**src/rtl/mem_stage_ctrl.sv**
```systemverilog
// MEM-stage controller: issues data-memory strobes, stalls the pipeline while an
// access is outstanding, and traps on misalignment, memory errors, timeout or HALT.
module mem_stage_ctrl (
    input  logic        clk,
    input  logic        rst,
    input  logic        valid_in,
    input  logic        DMemEn_in,
    input  logic        MemWrite_in,
    input  logic        DMemDump_in,
    input  logic [15:0] aluOutput_in,
    input  logic [15:0] writeData_in,
    output logic [15:0] mem_Addr,
    output logic [15:0] mem_DataIn,
    output logic        mem_Rd,
    output logic        mem_Wr,
    output logic        mem_createdump,
    input  logic [15:0] mem_DataOut,
    input  logic        mem_Done,
    input  logic        mem_err,
    output logic [15:0] readData_out,
    output logic        memStall,
    output logic        latch_en,
    output logic        err,
    output logic [15:0] stall_count
);

    typedef enum logic [1:0] {IDLE, WAIT, HALT, ERR} state_t;

    state_t      state_q, state_d;
    logic        wr_q, wr_d;
    logic [7:0]  wd_q, wd_d;
    logic        err_q, err_d;
    logic [15:0] cnt_q, cnt_d;
    logic [15:0] rd_q, rd_d;
    logic        req;
    logic        load_done;

    assign mem_Addr    = aluOutput_in;
    assign mem_DataIn  = writeData_in;
    assign latch_en    = ~memStall;
    assign err         = err_q;
    assign stall_count = cnt_q;

    always_comb begin
        state_d        = state_q;
        wr_d           = wr_q;
        wd_d           = wd_q;
        err_d          = err_q;
        mem_Rd         = 1'b0;
        mem_Wr         = 1'b0;
        mem_createdump = 1'b0;
        memStall       = 1'b0;
        load_done      = 1'b0;
        req            = valid_in & DMemEn_in & ~DMemDump_in;

        case (state_q)
            IDLE: begin
                if (valid_in && DMemDump_in) begin
                    mem_createdump = 1'b1;
                    state_d        = HALT;
                end else if (req) begin
                    memStall = ~mem_Done;
                    if (aluOutput_in[0]) begin
                        err_d   = 1'b1;
                        state_d = ERR;
                    end else begin
                        mem_Rd = ~MemWrite_in;
                        mem_Wr = MemWrite_in;
                        if (mem_err) begin
                            err_d   = 1'b1;
                            state_d = ERR;
                        end else if (mem_Done) begin
                            load_done = ~MemWrite_in;
                        end else begin
                            state_d = WAIT;
                            wr_d    = MemWrite_in;
                            wd_d    = 8'd0;
                        end
                    end
                end
            end
            WAIT: begin
                // Direction is latched at issue; address/data come from the frozen EX/MEM latch.
                mem_Rd   = ~wr_q;
                mem_Wr   = wr_q;
                memStall = ~mem_Done;
                if (mem_err) begin
                    err_d   = 1'b1;
                    state_d = ERR;
                end else if (mem_Done) begin
                    load_done = ~wr_q;
                    state_d   = IDLE;
                end else if (wd_q == 8'd254) begin
                    err_d   = 1'b1;
                    state_d = ERR;
                end else begin
                    wd_d = wd_q + 8'd1;
                end
            end
            default: memStall = 1'b1;
        endcase

        if (rst) begin
            mem_Rd         = 1'b0;
            mem_Wr         = 1'b0;
            mem_createdump = 1'b0;
            memStall       = 1'b0;
            load_done      = 1'b0;
        end

        readData_out = load_done ? mem_DataOut : rd_q;
        rd_d         = readData_out;
        cnt_d        = (memStall && cnt_q != 16'hFFFF) ? cnt_q + 16'd1 : cnt_q;

        if (rst) begin
            state_d = IDLE;
            wr_d    = 1'b0;
            wd_d    = 8'd0;
            err_d   = 1'b0;
            cnt_d   = 16'd0;
            rd_d    = 16'd0;
        end
    end

    always_ff @(posedge clk) begin
        state_q <= state_d;
        wr_q    <= wr_d;
        wd_q    <= wd_d;
        err_q   <= err_d;
        cnt_q   <= cnt_d;
        rd_q    <= rd_d;
    end

endmodule

```
**config.mk**
```make
export PLATFORM = sky130hd
export DESIGN_NAME = mem_stage_ctrl
export DESIGN_NICKNAME = d
export VERILOG_FILES = /design/src/rtl/mem_stage_ctrl.sv
export SDC_FILE = /design/constraint.sdc
export NUM_CORES = 1
export LEC_CHECK = 0
export CAP_MARGIN = 10
export CORE_MARGIN = 8
export CORE_UTILIZATION = 38
export CTS_BUF_LIST = sky130_fd_sc_hd__clkbuf_4 sky130_fd_sc_hd__clkbuf_8 sky130_fd_sc_hd__clkbuf_16
export DETAILED_ROUTE_END_ITERATION = 6
export GPL_ROUTABILITY_DRIVEN = 0
export PLACE_DENSITY_LB_ADDON = 0.2
export SLEW_MARGIN = 20
export SYNTH_ARGS = -nofsm -noshare
export SYNTH_HDL_FRONTEND = slang
export SYNTH_SLANG_ARGS = --single-unit
```
**constraint.sdc**
```tcl
create_clock -name clk -period 2.1 [get_ports clk]
set_clock_uncertainty 0.15 [all_clocks]
set_input_delay 0.42 -clock clk [delete_from_list [all_inputs] [get_ports clk]]
set_output_delay 0.42 -clock clk [all_outputs]
set_load 0.005 [all_outputs]
```
Word level (Yosys, flattened, before mapping)
Index checks and enable logic that the tools add are counted.
{ "totals": {"latch_bits": 0, "output_inout_bits": 70, "reg_bits": 44, "mem_bits_rw": 0, "wordCells": 96, "inputBits": 56, "n_memories": 0, "romBits": 0} }
{ "op_classes": {"mux": 53, "magnitude_cmp": 0, "n_reduce_logical": 8, "shift": 0, "addsub": 2, "div": 0, "mul": 0, "n_eq_ne": 17, "n_bitwise": 10} }
{ "ops": {"columns": ["cell", "n"], "rows": [
  ["$mux 8", 8],
  ["$mux 1", 29],
  ["$add 16x1->16 const B", 1],
  ["$mux 16", 1],
  ["$mux 2", 8],
  ["$ne 16x16->1 const B", 1],
  ["$ne 2x2->1 const B", 8],
  ["$pmux 8 s2", 1],
  ["$ne 3x3->1 const B", 4],
  ["$reduce_and 6->1", 2],
  ["$pmux 1 s2", 5],
  ["$reduce_and 9->1", 1],
  ["$add 8x1->8 const B", 1],
  ["$eq 8x8->1 const B", 1],
  ["$not 1->1", 8],
  ["$ne 5x5->1 const B", 1],
  ["$ne 4x4->1 const B", 1],
  ["$pmux 2 s2", 1],
  ["$reduce_and 4->1", 1],
  ["$and 1x1->1", 2],
  ["$eq 2x1->1 const B", 1],
  ["$logic_and 1x1->1", 2],
  ["$logic_not 2->1", 1],
  ["$reduce_bool 2->1", 1]
]} }

Logic depth before layout (Yosys ltp)
{ "depth": {"word_depth": 9, "depth_mapped": 6, "ltp_nobuf": 6} }

Worst setup path after synthesis
No wires, ideal clock.
{ "synth_path": {"path_type": "input port to output port", "startpoint": "input port aluOutput_in[0]", "endpoint": "output port readData_out[10]", "cell_stages": 6, "arrival_time_ns": 1.653, "n_path_buf": 2, "slack_ns": -0.123, "required_ns": 1.530, "path_cell_list": "and4bb_1 -> and2_1 -> clkbuf_1 -> clkbuf_1 -> a2bb2oi_1 -> nand2_1"} }
{ "synth_between": {"elab_chain_len": 6} }
{ "synth_lines": {"columns": ["item", "line", "text"], "rows": [
  ["from (decl)", "10", "input logic [15:0] aluOutput_in,"],
  ["$mux 1", "63", "if (aluOutput_in[0]) begin"],
  ["$mux 1", "61", "end else if (req) begin"],
  ["$mux 1", "58", "if (valid_in && DMemDump_in) begin"],
  ["$pmux 1 s2", "56", "case (state_q)"],
  ["$mux 1", "103", "if (rst) begin"],
  ["$mux 16", "111", "readData_out = load_done ? mem_DataOut : rd_q;"],
  ["to (decl)", "20", "output logic [15:0] readData_out,"]
]} }
Every way passes these cells.

Final worst setup path
{ "layout_path": {"startpoint": "register state_q[1]", "endpoint": "output port readData_out[7]"} }
{ "layout_between": {"elab_chain_len": 4} }
{ "layout_lines": {"columns": ["item", "line", "text"], "rows": [
  ["from (decl)", "29", "state_t state_q, state_d;"],
  ["from (signal assigned)", "126", "state_q <= state_d;"],
  ["$eq 2x1->1 or $logic_not 2->1 (tied branches)", "56", null],
  ["$pmux 1 s2 (*)", "56", null],
  ["$mux 1 (*)", "103", null],
  ["$mux 16 (*)", "111", null]
]} }
Every way passes the cells marked *; elsewhere a longest branch is shown, timed or not.

==> metrics.cfg <==
[run_status]
result_of_the_run = finished with violations
violations = negative setup slack

[floorplanning]
core_area_mm2 = 0.00710
fp.dieArea_mm2 = 0.0102
rows = 31
floorplan.die.width_um = 101
floorplan.initialDensity_pct = 38.5
pin_count = 126
die_height_um = 101

[critical_path]
cp_data_arrival_time_ps = 1660
worst_ep_required_time_ps = 1530
critPathCaptureType = output port
crit_path_max_fanout = 8
crit_path_start_kind = register
ws_path_type = reg2out
ff_to_ff_setup_slack_ps = 0

[clock_network]
cts_made_buffers = 5
maximum_buffer_depth_of_the_clock_tree = 2
cts_tree = yes
clock_tree.root_cell = sky130_fd_sc_hd__clkbuf_8
clock_latency_on_the_worst_skew_pair_ps = 300
clock_sink_count = 44
clkTransAtPathRegs_ps = 90
cts.htree.levels = 2

[final_layout]
area_growth_syn_to_layout_pct = 57.0
finish.net_count = 523
seq_area_um2 = 888
fin_util_pct = 60.5
fillCellCount = 630
final_cell_area_mm2 = 0.00430
fraction_of_final_layout_cells_with_drive_strength_greater_than_1_pct = 38.5
area_of_the_multi_input_gates_mm2 = 0.00177
antenna_cells_inserted = 0
finalNonFillerCells = 564

[timing]
finalMaxSlewViolations = 0
grt_setup_unrepaired = true
final.min_clock_period_ps = 2230
finalCritPeriodShare_pct = 106
worst_hold_slack_ps = 365
post-route-worst-setup-slack_ps = -132
report.final.hold_viol_count = 0
timing.final.setup_violations = 17
worstMarginPinSlew_ps = 502
achievable-frequency_mhz = 448
slew-limit-headroom_pct = 66.5

[detailed_routing]
drt-wirelength-per-cell_um = 15.7
first_pass_iteration_count_of_the_detailed_router = 4
routed_antenna_nets = 0
vias_per_cell = 5.28
drt_drc_violations_left = 0
vias = 2980
totalWireLength_um = 8870
drt_iter0_markers = 143

[global_route]
grtUsageTotal_pct = 17.0
grt_start_max_net_pins = 19
grt_overflow_total = 0
wire_length_of_the_first_global_routing_pass_um = 14000
antenna_found_initial = 0
first_global_vias = 2883

[synthesis]
synthSimpleGateAreaFrac_pct = 29.0
postSynth.topFlopCell = sky130_fd_sc_hd__dfxtp_1
netlist_area_mm2 = 0.00274
synthesized_nets = 402
asyncSetResetFlopFracSynth_pct = 0
synth_top_family_by_area = simple AND/OR/NAND/NOR gates
synth.area.mux_share_pct = 2.38
synth_sequential_area_ratio_pct = 32.2
yosysWarningCount = 0
synth-edff-count = 0
synth.ff_latch_count = 44
synth-xor-area-share_pct = 0.320
syn_avg_cell_area_um2 = 7.97
yosys.area_share.adder_pct = 1.37
synth-compound-area-share_pct = 21.5
postSynthCellCount = 343
synth.lib_cells_used.distinct = 54

[power]
overall_power_after_layout_w = 0.00194
cellInternalPower_w = 0.00142
p_switching_w = 0.000515
power.ir.vdd_worst_v = 0.000218
share_comb_of_total_power_pct = 24.2
netSwitchingFraction_pct = 26.6
p_clk_share_pct = 30.1
seq_power_share_pct = 45.6
cellLeakagePower_nw = 1.78
pwr_density_cell_mw_per_mm2 = 451

[worst_hold_path]
hold_path_class = reg2reg

[placed_design]
dp_hpwl_um = 5650
detailed_place.area_mm2 = 0.00360
buffer_ports.inserted = 63
dpl.cell_count = 511

[flow_run]
timing.max_cap.violations = 0

## Yosys cell counts, drive strengths merged, types with 3 or more instances
cell,number,area share (%)
a21oi,30,5.5
a2bb2oi,16,5.1
and2,3,0.69
buf,38,10
clkbuf,11,1.5
dfxtp,44,32
ha,3,1.4
inv,11,1.5
mux2,4,1.6
nand2,45,6.2
nand2b,3,0.69
nand3,11,2.0
nand3b,17,4.7
nand4,9,2.3
nor2,10,1.4
nor2b,5,1.1
nor3,11,2.0
nor4,5,1.1
o211ai,6,1.6
o21ai,8,1.5
o22ai,3,0.69
o311ai,5,1.9
o31ai,11,3.0
or3,6,1.4
or4,5,1.4
## kinds of logic (layout without fill, tap and decap cells)
group           after synthesis  count (layout)
simple gates                142             142
compound gates               86              86
buf+inv                      61             183
flops                        44              44
mux                           6               6
fa+ha+maj                     3               3
xor+xnor                      1               1
## routing by layer
layer | vias up | wire (um) | global-route usage [%]
met3 | 12 | 596 | 4.70
met1 | 1422 | 3810 | 21.0
li1 | 1475 | - | -
met4 | 0 | 87 | 4.53
met5 | - | 0 | 0
met2 | 71 | 4380 | 28.1
## repair_timing
item                       4_1_cts  5_1_grt
hold buffers                     0        0
pin swaps                       41       23
resized for setup              146       36
setup endpoints to repair       37       21
gates cloned                     4        0
setup buffers                   36        9
## critical path: stages (launching register included)
cell and delay, ps:
sky130_fd_sc_hd__dfxtp_4 370, sky130_fd_sc_hd__nor3_4 240, sky130_fd_sc_hd__and2_4 210, sky130_fd_sc_hd__buf_12 150, sky130_fd_sc_hd__a2bb2oi_4 160, sky130_fd_sc_hd__nand2_1 80, sky130_fd_sc_hd__buf_2 130
## state kept, by name (all words and copies together) (netlist names)
register	flops
state_q	2
wr_q	1
rd_q	16
stall_count	16
wd_q	8
err	1
## path summary, 6_finish.rpt
check | start | cells past startpoint | to
setup / recovery | state_q[1]$_SDFFE_PP0P_ | 6 | readData_out[7]
hold / removal | wd_q[6]$_SDFFE_PP0P_ | 1 | wd_q[6]$_SDFFE_PP0P_
setup reg to reg | state_q[1]$_SDFFE_PP0P_ | 12 | rd_q[7]$_SDFF_PP0_
hold reg to reg | wd_q[6]$_SDFFE_PP0P_ | 1 | wd_q[6]$_SDFFE_PP0P_
## through the flow
| step | worst slack [ps] | setup TNS, ps |
|---|---|---|
| floorplan | 30.9 | 0 |
| global placement | -814 | -23600 |
| detailed placement | -872 | -26120 |
| CTS | -151 | -2540 |
| global route | -200 | -2720 |
| finish | -132 | -1610 |
## final cells by class
| type | instances | share of cell area, % |
|---|---|---|
| clock buffer | 8 | 2.27 |
| inverter | 12 | 1.05 |
| tap | 99 | 2.88 |
| multi-input combinational | 238 | 41.3 |
| timing repair buffer | 163 | 31.8 |
| sequential | 44 | 20.7 |
## power by group through the flow
stage | clock network, W | registers, W | logic (W)
2_1_floorplan | 0 | 0.000890 | 0.000195
3_3_place_gp | 0 | 0.000892 | 0.000351
3_5_place_dp | 0 | 0.000893 | 0.000354
4_1_cts | 0.000602 | 0.000877 | 0.000415
5_1_grt | 0.000635 | 0.000887 | 0.000505
6_report | 0.000584 | 0.000883 | 0.000470
## cells in the final DEF, fill, tap and decap left out, types with 5 or more instances in the layout
cell type	instances
sky130_fd_sc_hd__nor2_1	9
sky130_fd_sc_hd__o211ai_1	6
sky130_fd_sc_hd__nand3b_1	17
sky130_fd_sc_hd__buf_2	21
sky130_fd_sc_hd__buf_6	15
sky130_fd_sc_hd__nor3_1	9
sky130_fd_sc_hd__a21oi_1	27
sky130_fd_sc_hd__o31ai_1	10
sky130_fd_sc_hd__inv_1	10
sky130_fd_sc_hd__nand2_1	45
sky130_fd_sc_hd__nand4_1	8
sky130_fd_sc_hd__o21ai_0	8
sky130_fd_sc_hd__nand3_1	11
sky130_fd_sc_hd__nor4_1	5
sky130_fd_sc_hd__a2bb2oi_2	7
sky130_fd_sc_hd__a2bb2oi_4	9
sky130_fd_sc_hd__clkdlybuf4s50_1	34
sky130_fd_sc_hd__clkbuf_8	6
sky130_fd_sc_hd__buf_4	83
sky130_fd_sc_hd__dfxtp_1	42
(Power assumes the default switching activity.)
==> variant (same flow settings) <==
Encoding of `state_t`: now one-hot (4 bits for 4 states).
--- a/src/rtl/mem_stage_ctrl.sv
+++ b/src/rtl/mem_stage_ctrl.sv
@@ -25,5 +25,5 @@
 );
 
-    typedef enum logic [1:0] {IDLE, WAIT, HALT, ERR} state_t;
+    typedef enum logic [3:0] {IDLE = 4'b0001, WAIT = 4'b0010, HALT = 4'b0100, ERR = 4'b1000} state_t;
 
     state_t      state_q, state_d;
Check against the original RTL: no difference found for any inputs over 10 cycles, from zero or initial values and one cycle with rst high; not proved beyond that.
==> variant against the unedited design <==
The run still ends with negative setup slack left; worst hold slack worse by 0.043 ns; clock power rose by 6.2%; final cell count down 16%; synthesized area fell by 4.3%; combinational power shrank 8.3%; via count shrank 16%; critical path depth increased by 1; fmax fell by 28%; power up 0.85%; wire length fell by 12%; sequential cell count grew 2; cell area shrank 5.4%; worst setup slack got worse by 0.86 ns; critical path type unchanged; highest routed layer unchanged.
==> variant: results (changes against the unedited design) <==
Run status
  – Status: finished, violations left
  – Failing checks: negative setup slack

Detailed routing
  – Iter 0 DRT Violations: 98 (-31%)
  – Metal3 WL: 640 um (+7.4%)
  – WL met1: 3.547 mm (-6.8%)
  – Top sig layer: met4
  – Met2 WL: 3.554 mm (-19%)
  – DRT Pass-1 Iters: 4 (unchanged)
  – Routed vias: 2495 (-16%)
  – WL final: 7.831 mm (-12%)
  – Vias/cell: 5.297 (+0.26%)

STA
  – Final setup viols: 49 (+32)
  – Rel. slew slack: 73.22% (+6.7 points)
  – PnR worst setup slack: -0.9874 ns (-0.8557 ns)

Global routing
  – Vias in the first global route: 2381 (-17%)
  – Grt met3 use: 3.665% (-1.0 points)
  – GRT Overall Usage: 15.24% (-1.7 points)
  – GRT met1 Usage: 19.49% (-1.5 points)
  – First-pass GRT wire length: 12.30 mm (-12%)
  – Largest net degree at the start of global routing: 33 (+14)
  – Met2 Resource Use GR: 23.96% (-4.1 points)

Synthesis
  – Post-synthesis xor/xnor area fraction: 1.004% (+0.68 points)
  – Syn avg cell area: 9.184 um^2 (+15%)
  – Synth cell count leaders: dfxtp_1, buf_4, nand2_1, nor2_1, and2_1
  – Post-synthesis compound-gate area fraction: 14.01% (-7.5 points)
  – Synth cell types: 58 (+7.4%)
  – Synth area leaders: dfxtp_1, buf_4, mux2_4
  – Mux contribution to synthesized area: 10.61% (+8.2 points)
  – Syn Nets: 344 (-14%)
  – Area share of fa/ha/maj cells after synthesis: 1.434% (+0.062 points)
  – Sequential area share after synthesis: 35.18% (+3.0 points)

Pwr
  – Worst VDD drop: 0.0003090 V (+42%)
  – Leak: 1.666 nW (-6.3%)

Worst setup path
  – Slowest CP cell: or4b_4
  – Capture point of the worst reg-to-reg path: rd_q[7]
  – R2r worst-path depth: 8 (-4)
  – CP peak stage delay: 0.54 ns (+0.17 ns)
  – CP Data Arrival Time: 2.52 ns (+0.86 ns)
  – Reg-to-reg startpoint: state_q[3]
  – Worst R2R Setup Slack: -0.50 ns (-0.50 ns)

Placed design
  – Post-placement cell count: 434 (-15%)
  – Setup WS pre-CTS: -1.234 ns (-0.3624 ns)
  – Placed wire-length estimate: 5.221 mm (-7.6%)

Min path
  – Hold worst-path end: err
  – Beginning of the worst hold path: err

Final layout
  – Layout cells sized above 1: 44.50% (+6.0 points)
  – Antenna Cells: 0 (unchanged)
  – # nets final: 449 (-14%)
variant: power breakdown:
| part | total [W] | internal [W] | switching (W) |
|---|---|---|---|
| clock | 0.000620 | 0.000302 | 0.000318 |
| sequential | 0.000901 | 0.000890 | 0.0000113 |
| combinational | 0.000431 | 0.000242 | 0.000189 |
| total | 0.00195 | 0.00143 | 0.000519 |
variant: how the worst max path moves through the flow:
stage,slack (ns),end,cells after the start
2_1_floorplan,-0.45,readData_out[10],5
3_3_place_gp,-1.20,readData_out[4],7
3_5_place_dp,-1.23,readData_out[4],7
4_1_cts,-1.06,readData_out[10],8
5_1_grt,-1.05,readData_out[10],7
6_report,-0.99,readData_out[7],7
variant: cell type report:
class | count | area (um^2)
Timing Repair Buffer | 139 | 1328
Tap cell | 80 | 100.1
Clock buffer | 7 | 96.34
Fill cell | 583 | 2656
Clock inverter | 1 | 8.758
Sequential cell | 46 | 924.6
Inverter | 9 | 33.78
Multi-Input combinational cell | 189 | 1572
variant: through the flow:
step	setup TNS [ns]	cell area, um^2	util, %	hold WS [ns]	power, W
after global placement	-41.51	3415	50.82	0.2924	0.001230
final	-24.85	4063	60.47	0.3219	0.001953
after CTS	-26.20	3889	57.88	0.3270	0.001903
after detailed placement	-42.76	3415	50.82	0.3010	0.001231
after floorplan	-11.16	2625	-	0.3011	0.001099
after global routing	-27.26	4063	60.47	0.3382	0.002040
variant: cell families after synthesis:
kind of cell             Yosys count
AO/OA/AOI/OAI                     48
XOR/XNOR                           3
adder cells (fa/ha/maj)            3
buffers and inverters             51
flip-flops                        46
multiplexers                      22
AND/OR/NAND/NOR                  112
variant: what timing repair did:
item	CTS	global route
cloned	2	0
buffers inserted	18	11
gates resized for setup	154	41
setup endpoints to repair	61	57
pin swaps	12	15
